--- config.mk ---
export PLATFORM = sky130hd
export DESIGN_NAME = mprj_cfg_loader
export DESIGN_NICKNAME = d
export VERILOG_FILES = /design/src/rtl/mprj_cfg_pkg.sv /design/src/rtl/mprj_cfg_phase_ctr.sv /design/src/rtl/mprj_cfg_loader.sv
export SDC_FILE = /design/constraint.sdc
export NUM_CORES = 1
export LEC_CHECK = 0
export ABC_AREA = 1
export ABC_CLOCK_PERIOD_IN_PS = 3500
export BUFFER_PORTS_ARGS = -buffer_cell sky130_fd_sc_hd__clkbuf_2
export CAP_MARGIN = 30
export CORE_MARGIN = 4
export CORE_UTILIZATION = 40
export CTS_BUF_LIST = sky130_fd_sc_hd__clkbuf_4
export CTS_CLUSTER_DIAMETER = 60
export DETAILED_ROUTE_END_ITERATION = 10
export PLACE_DENSITY = 0.72
export SLEW_MARGIN = 25
export SYNTH_ARGS = -nofsm -noshare
export SYNTH_HDL_FRONTEND = slang
export SYNTH_SLANG_ARGS = --single-unit
--- constraint.sdc ---
create_clock -name clock -period 3.5 [get_ports clock]
set_input_delay 0.7 -clock clock [delete_from_list [all_inputs] [get_ports clock]]
set_output_delay 0.7 -clock clock [all_outputs]
set_load 0.05 [all_outputs]
--- src/rtl/mprj_cfg_pkg.sv ---
// Shared definitions for the user-project pad configuration loader:
// FSM state encoding, default chain geometry and divider width.
package mprj_cfg_pkg;

  localparam int unsigned DEF_NUM_PADS = 38;
  localparam int unsigned DEF_CFG_BITS = 13;
  localparam int unsigned DIV_W        = 8;

  typedef enum logic [2:0] {
    S_IDLE,
    S_SHIFT_LO,
    S_SHIFT_HI,
    S_LOAD,
    S_DONE
  } state_t;

endpackage

--- src/rtl/mprj_cfg_phase_ctr.sv ---
// Phase timer: reloads with D at the start of each phase and flags the
// phase's last clock (counter at zero), giving D+1 clocks per phase.
module mprj_cfg_phase_ctr
  import mprj_cfg_pkg::*;
(
  input  logic             clock,
  input  logic             resetb,
  input  logic             load,
  input  logic [DIV_W-1:0] load_val,
  output logic             term
);

  logic [DIV_W-1:0] cnt_q;

  // Saturates at zero between phases so it never wraps.
  always_ff @(posedge clock or negedge resetb) begin
    if (!resetb) begin
      cnt_q <= '0;
    end else if (load) begin
      cnt_q <= load_val;
    end else if (cnt_q != '0) begin
      cnt_q <= cnt_q - DIV_W'(1);
    end
  end

  assign term = (cnt_q == '0);

endmodule

--- src/rtl/mprj_cfg_loader.sv ---
// Serial pad-configuration loader: shifts a snapshotted image out MSB-first,
// pad NUM_PADS-1 first, then strobes serial_load. Optional readback capture
// is enabled by defining MPRJ_CFG_READBACK_EN.
module mprj_cfg_loader
  import mprj_cfg_pkg::*;
#(
  parameter int unsigned NUM_PADS = DEF_NUM_PADS,
  parameter int unsigned CFG_BITS = DEF_CFG_BITS
) (
  input  logic                         clock,
  input  logic                         resetb,
  input  logic                         start,
  input  logic [NUM_PADS*CFG_BITS-1:0] cfg_data,
  input  logic [DIV_W-1:0]             clk_div,
  output logic                         busy,
  output logic                         done,
  output logic                         serial_clock,
  output logic                         serial_data,
  output logic                         serial_load
`ifdef MPRJ_CFG_READBACK_EN
  ,
  input  logic                         serial_data_in,
  output logic [NUM_PADS*CFG_BITS-1:0] rb_data,
  output logic                         rb_valid
`endif
);

  localparam int unsigned TB = NUM_PADS * CFG_BITS;
  localparam int unsigned BW = (TB > 1) ? $clog2(TB) : 1;

  state_t          state_q, state_d;
  logic [TB-1:0]   snap_q;
  logic [DIV_W-1:0] div_q;
  logic [BW-1:0]   bit_cnt_q;
  logic            term;
  logic            ctr_load;
  logic [DIV_W-1:0] ctr_val;
  logic            last_bit;
  logic            accept;

  assign accept   = (state_q == S_IDLE) && start;
  assign last_bit = (bit_cnt_q == BW'(TB - 1));

  // The first phase must load clk_div directly: the snapshot is not yet valid.
  mprj_cfg_phase_ctr u_phase_ctr (
    .clock    (clock),
    .resetb   (resetb),
    .load     (ctr_load),
    .load_val (ctr_val),
    .term     (term)
  );

  always_ff @(posedge clock or negedge resetb) begin
    if (!resetb) begin
      state_q <= S_IDLE;
    end else begin
      state_q <= state_d;
    end
  end

  always_comb begin
    state_d  = state_q;
    ctr_load = 1'b0;
    ctr_val  = div_q;
    case (state_q)
      S_IDLE: begin
        if (start) begin
          state_d  = S_SHIFT_LO;
          ctr_load = 1'b1;
          ctr_val  = clk_div;
        end
      end
      S_SHIFT_LO: begin
        if (term) begin
          state_d  = S_SHIFT_HI;
          ctr_load = 1'b1;
        end
      end
      S_SHIFT_HI: begin
        if (term) begin
          state_d  = last_bit ? S_LOAD : S_SHIFT_LO;
          ctr_load = 1'b1;
        end
      end
      S_LOAD: begin
        if (term) begin
          state_d = S_DONE;
        end
      end
      S_DONE:  state_d = S_IDLE;
      default: state_d = S_IDLE;
    endcase
  end

  // Snapshot doubles as the output shift register: its MSB is the current bit.
  always_ff @(posedge clock or negedge resetb) begin
    if (!resetb) begin
      snap_q    <= '0;
      div_q     <= '0;
      bit_cnt_q <= '0;
    end else if (accept) begin
      snap_q    <= cfg_data;
      div_q     <= clk_div;
      bit_cnt_q <= '0;
    end else if ((state_q == S_SHIFT_HI) && term) begin
      snap_q <= snap_q << 1;
      if (!last_bit) begin
        bit_cnt_q <= bit_cnt_q + BW'(1);
      end
    end
  end

  assign busy         = (state_q == S_SHIFT_LO) || (state_q == S_SHIFT_HI) ||
                        (state_q == S_LOAD);
  assign done         = (state_q == S_DONE);
  assign serial_clock = (state_q == S_SHIFT_HI);
  assign serial_load  = (state_q == S_LOAD);
  assign serial_data  = snap_q[TB-1];

`ifdef MPRJ_CFG_READBACK_EN
  logic [TB-1:0] rb_q;

  // Sampled on the last LO clock, before the chain shifts on the HI edge.
  always_ff @(posedge clock or negedge resetb) begin
    if (!resetb) begin
      rb_q <= '0;
    end else if (accept) begin
      rb_q <= '0;
    end else if ((state_q == S_SHIFT_LO) && term) begin
      rb_q <= (rb_q << 1) | TB'(serial_data_in);
    end
  end

  assign rb_data  = rb_q;
  assign rb_valid = (state_q == S_DONE);
`endif

endmodule

==> reports/results.txt <==
Counting instances in the post-synthesis netlist gives the leading cell types as 1094 x sky130_fd_sc_hd__nand2_1, 581 x sky130_fd_sc_hd__o21ai_0, 522 x sky130_fd_sc_hd__dfrtp_1, 522 x sky130_fd_sc_hd__inv_1, 407 x sky130_fd_sc_hd__o21ai_1. After filler insertion, the fill cell instance count of the layout stands at 5685. The slowest stage of the critical path belongs to the cell sky130_fd_sc_hd__dfrtp_1. Post-CTS timing repair inserted 0 buffers for setup. The kind of end point of the critical path is an output pin. In the final layout, the multi-input gates occupy 9480 um2. The share of the synthesized area in the top cell type was 50.4%.

The hold buffer count at cts was 336; the non-filler instance count after layout was 5209. Along the worst hold path, the cell count comes to 5. The flow ran to the end, and the final reports show no timing, DRC or antenna violations. The floorplan has 93 rows. After technology mapping, the gate count stands at 3424. The tools report the max-slew violation count as 0. In the final layout, the share of cells above drive strength 1 is 18.3%.

The worst setup path is launched from a flop. For the top achievable clock speed, the log shows 353 MHz. The port buffer count was 509. The number of cells traversed by the worst register-to-register path was 10; the signed area change from the synthesized netlist to the final layout was 31.4%.

The number of different library cells in the post-synthesis netlist was 25. Overall fraction of global-route tracks in use: 20.9%. After detailed routing, the number of vias per cell comes to 4.77. The number of maximum-capacitance constraint violations is 0, and the first-iteration detailed-routing DRC count is 1629. The area inside the core boundary is 64300 um2. The H-tree was split into 4 levels. The maximum fanout encountered on the critical timing path is 5, and the clock insertion delay at the later pin of the skew report is 0.93 ns. The worst path meets setup with 0.671 ns of slack. The minimum period implied by the final worst setup slack works out to 2.83 ns. Library cell with the highest instance count after synthesis: sky130_fd_sc_hd__nand2_1. In this design, the stage delay of the slowest critical-path cell is 0.42 ns. Routed signal wires occupy layers up through met5. The tools report the total power draw as 0.0123 W. In this run the power density over the cells is 361 nW/um2. Across the whole layout, storage elements account for 13100 um2. 510 I/O pins were placed. Clock tree synthesis selected as its root buffer the cell sky130_fd_sc_hd__clkbuf_4. The run gives 4625 as the cell total after placement. The floorplan step defined a die boundary enclosing 69000 um2. The relative slew slack is 48.1%, and the worst-case setup slack after placement is 0.904 ns. TritonCTS built the clock tree.

Routability-driven placement finished with a final weighted congestion of 0.817. The async set-or-reset flop fraction in the synthesized netlist was 100%; the clock-pin slew on the worst setup and hold paths was 0.07 ns. Count of cells resized by post-cts repair: 0. By area the synthesized netlist is led by sky130_fd_sc_hd__dfrtp_1 50%, sky130_fd_sc_hd__nand2_1 16%, sky130_fd_sc_hd__o21ai_0 11%. The first global-routing pass estimated 121 mm of wire. The floorplan step set the die height to 263 um. Setup repair after global routing left no endpoint under its margin.

The number of CTS-inserted buffers is 144. Worst-margin pin slew: 0.779 ns. The aggregate negative setup slack is 0 ns, and the total of endpoints with negative setup slack in the final report is 0. The family of cells with the greatest summed delay on the critical path was buffers and inverters. The min-delay analysis places its worst path in the category input port to flop.

The wire length on met2 came out at 35.0 mm. The category of the most critical setup path is flop to output pin. The first detailed-routing pass took 5 iterations.

The count of flip-flops with a built-in enable after synthesis was 0; the area of all placed cells without fillers was 34100 um2. The logs give 3933 for the net count of the mapped netlist and 6 for the number of antenna violations at the first check in global routing. After detailed placement, the total cell area comes to 28900 um2. Summing every instance area after synthesis gives 25900 um2. The number of global-route vias before repair was 24900; the wire length per cell was 14.0 um. For this run, the post-layout net count is 4761.

The clock passes through at most 3 buffers. Among all flip-flop cells after synthesis, the most frequent one is sky130_fd_sc_hd__dfrtp_1. Yosys synthesis warning count: 0. The worst clock skew on the final layout is 0.0620 ns, and the detailed placer's ending HPWL is 45.1 mm. Together, buffers and inverters on the worst path number 2. The tree built by TritonCTS fans out to 522 sinks. The residual antenna-violating net count after detailed routing is 0.

For this run, design rule violations remaining after detail routing come to 0. The initial utilization of the core area, before any placement, comes to 40.3%. Summed over all instances, the cell type with the most area after synthesis is sky130_fd_sc_hd__dfrtp_1. The run gives 0 as the number of failing hold endpoints at the final stage.

The aggregate global routing overflow is 0, and the horizontal die dimension is 263 um. For the worst setup path, the data arrival time is 2.13 ns. Across the VDD grid, the largest voltage drop is 0.205 mV. Walking the worst path, the cells encountered are inv_1, nor3_1, clkbuf_2. For the leakage power total, the log shows 16.2 nW.

The routed layout has 24800 vias. Summed over all layers, the routed wires come to 73.0 mm. The maximum number of pins on one net before global-route repair was 100; the average footprint of a synthesized cell was 7.57 um2. In this run, synthesis produced a sequential element count of 522. The length of routed wiring on met1 was 29.7 mm. STA puts the critical path data required time at 2.80 ns.

The critical path runs through a total of 3 cells. Of the synthesized area, sequential elements account for 50.4%. The worst path uses 80.8% of the clock period. In the detailed route, the total length drawn on met3 is 5.08 mm.
cells by family after synthesis:
family                     synth area share [%]
and+or+nand+nor                            17.0
AOI/OAI and AO/OA                          19.1
xor gates and xnor gates                  0.203
DFF                                        50.4
adders and majority gates                 0.193
buffers and inverters                      13.1
metrics by stage:
step                util (%)  hold WS [ns]
floorplan                  -         0.404
global placement        44.9         0.458
detailed placement      44.9         0.459
CTS                     52.9      0.000164
global route            53.0        0.0766
finish                  53.0         0.143
worst min-delay path, cell delays in order:
cell                       delay [ns]
sky130_fd_sc_hd__clkbuf_2        0.07
sky130_fd_sc_hd__nand2_1         0.04
sky130_fd_sc_hd__o21ai_0         0.06
sky130_fd_sc_hd__nand2_1         0.05
sky130_fd_sc_hd__o21ai_1         0.07
power by group:
group	internal [W]	leakage, nW	switching, W
Clock	0.00290	1.06	0.00257
Combinational	0.000468	10.5	0.000325
Sequential	0.00603	4.68	0
routing by layer:
| metal | GRT usage [%] | vias up |
|---|---|---|
| li1 | - | 12500 |
| met1 | 25.6 | 11200 |
| met2 | 34.4 | 912 |
| met3 | 5.47 | 223 |
| met4 | 10.6 | 2 |
| met5 | 0 | - |
layout by cell type, fill, tap and decap left out, types with 2 or more instances in the layout:
cell type                       count
sky130_fd_sc_hd__nor2_1            25
sky130_fd_sc_hd__clkinvlp_4         4
sky130_fd_sc_hd__xnor2_1            2
sky130_fd_sc_hd__nand3_1           20
sky130_fd_sc_hd__nor3_1             2
sky130_fd_sc_hd__dfrtp_1          522
sky130_fd_sc_hd__inv_2              3
sky130_fd_sc_hd__o21ai_0          581
sky130_fd_sc_hd__clkbuf_4         204
sky130_fd_sc_hd__buf_12            25
sky130_fd_sc_hd__inv_1            522
sky130_fd_sc_hd__nand4_1            5
sky130_fd_sc_hd__nor2_2             2
sky130_fd_sc_hd__ha_1               4
sky130_fd_sc_hd__inv_6              2
sky130_fd_sc_hd__nand3b_1           2
sky130_fd_sc_hd__o21ai_1          407
sky130_fd_sc_hd__dlygate4sd3_1    336
sky130_fd_sc_hd__clkbuf_2         508
sky130_fd_sc_hd__diode_2            5
sky130_fd_sc_hd__xor2_1             4
sky130_fd_sc_hd__bufinv_16          3
sky130_fd_sc_hd__nand2_1         1094
sky130_fd_sc_hd__clkinv_1          23
sky130_fd_sc_hd__clkinv_2           3
sky130_fd_sc_hd__buf_4             36
sky130_fd_sc_hd__nand2_2            2
path summary, 6_finish.rpt:
kind                                           end  slack [ns]                              from
max                                    serial_load        0.67            state_q[1]$_DFFE_PN0P_
min in group asynchronous  snap_q[113]$_DFFE_PN0P_        0.39                            resetb
min                         snap_q[47]$_DFFE_PN0P_        0.14                      cfg_data[47]
min reg2reg                snap_q[449]$_DFFE_PN0P_        0.47           snap_q[449]$_DFFE_PN0P_
max reg2reg                snap_q[446]$_DFFE_PN0P_        1.07  u_phase_ctr.cnt_q[0]$_DFFE_PN0P_
max in group asynchronous  snap_q[371]$_DFFE_PN0P_        2.17                            resetb
final cells by class:
cell class,count,area share (%)
tap,855,3.14
antenna,5,0.0367
timing repair buffer,906,19.6
sequential,522,38.3
clock inverter,39,0.760
clock buffer,204,4.49
multi-input combinational,2155,27.8
inverter,523,5.78
flip-flops by register name, summed over array words and instances, names as in the netlist:
signal and flops:
bit_cnt_q 9, state_q 3, div_q 8, u_phase_ctr.cnt_q 8, snap_q 494
(Power assumes the default switching activity.)
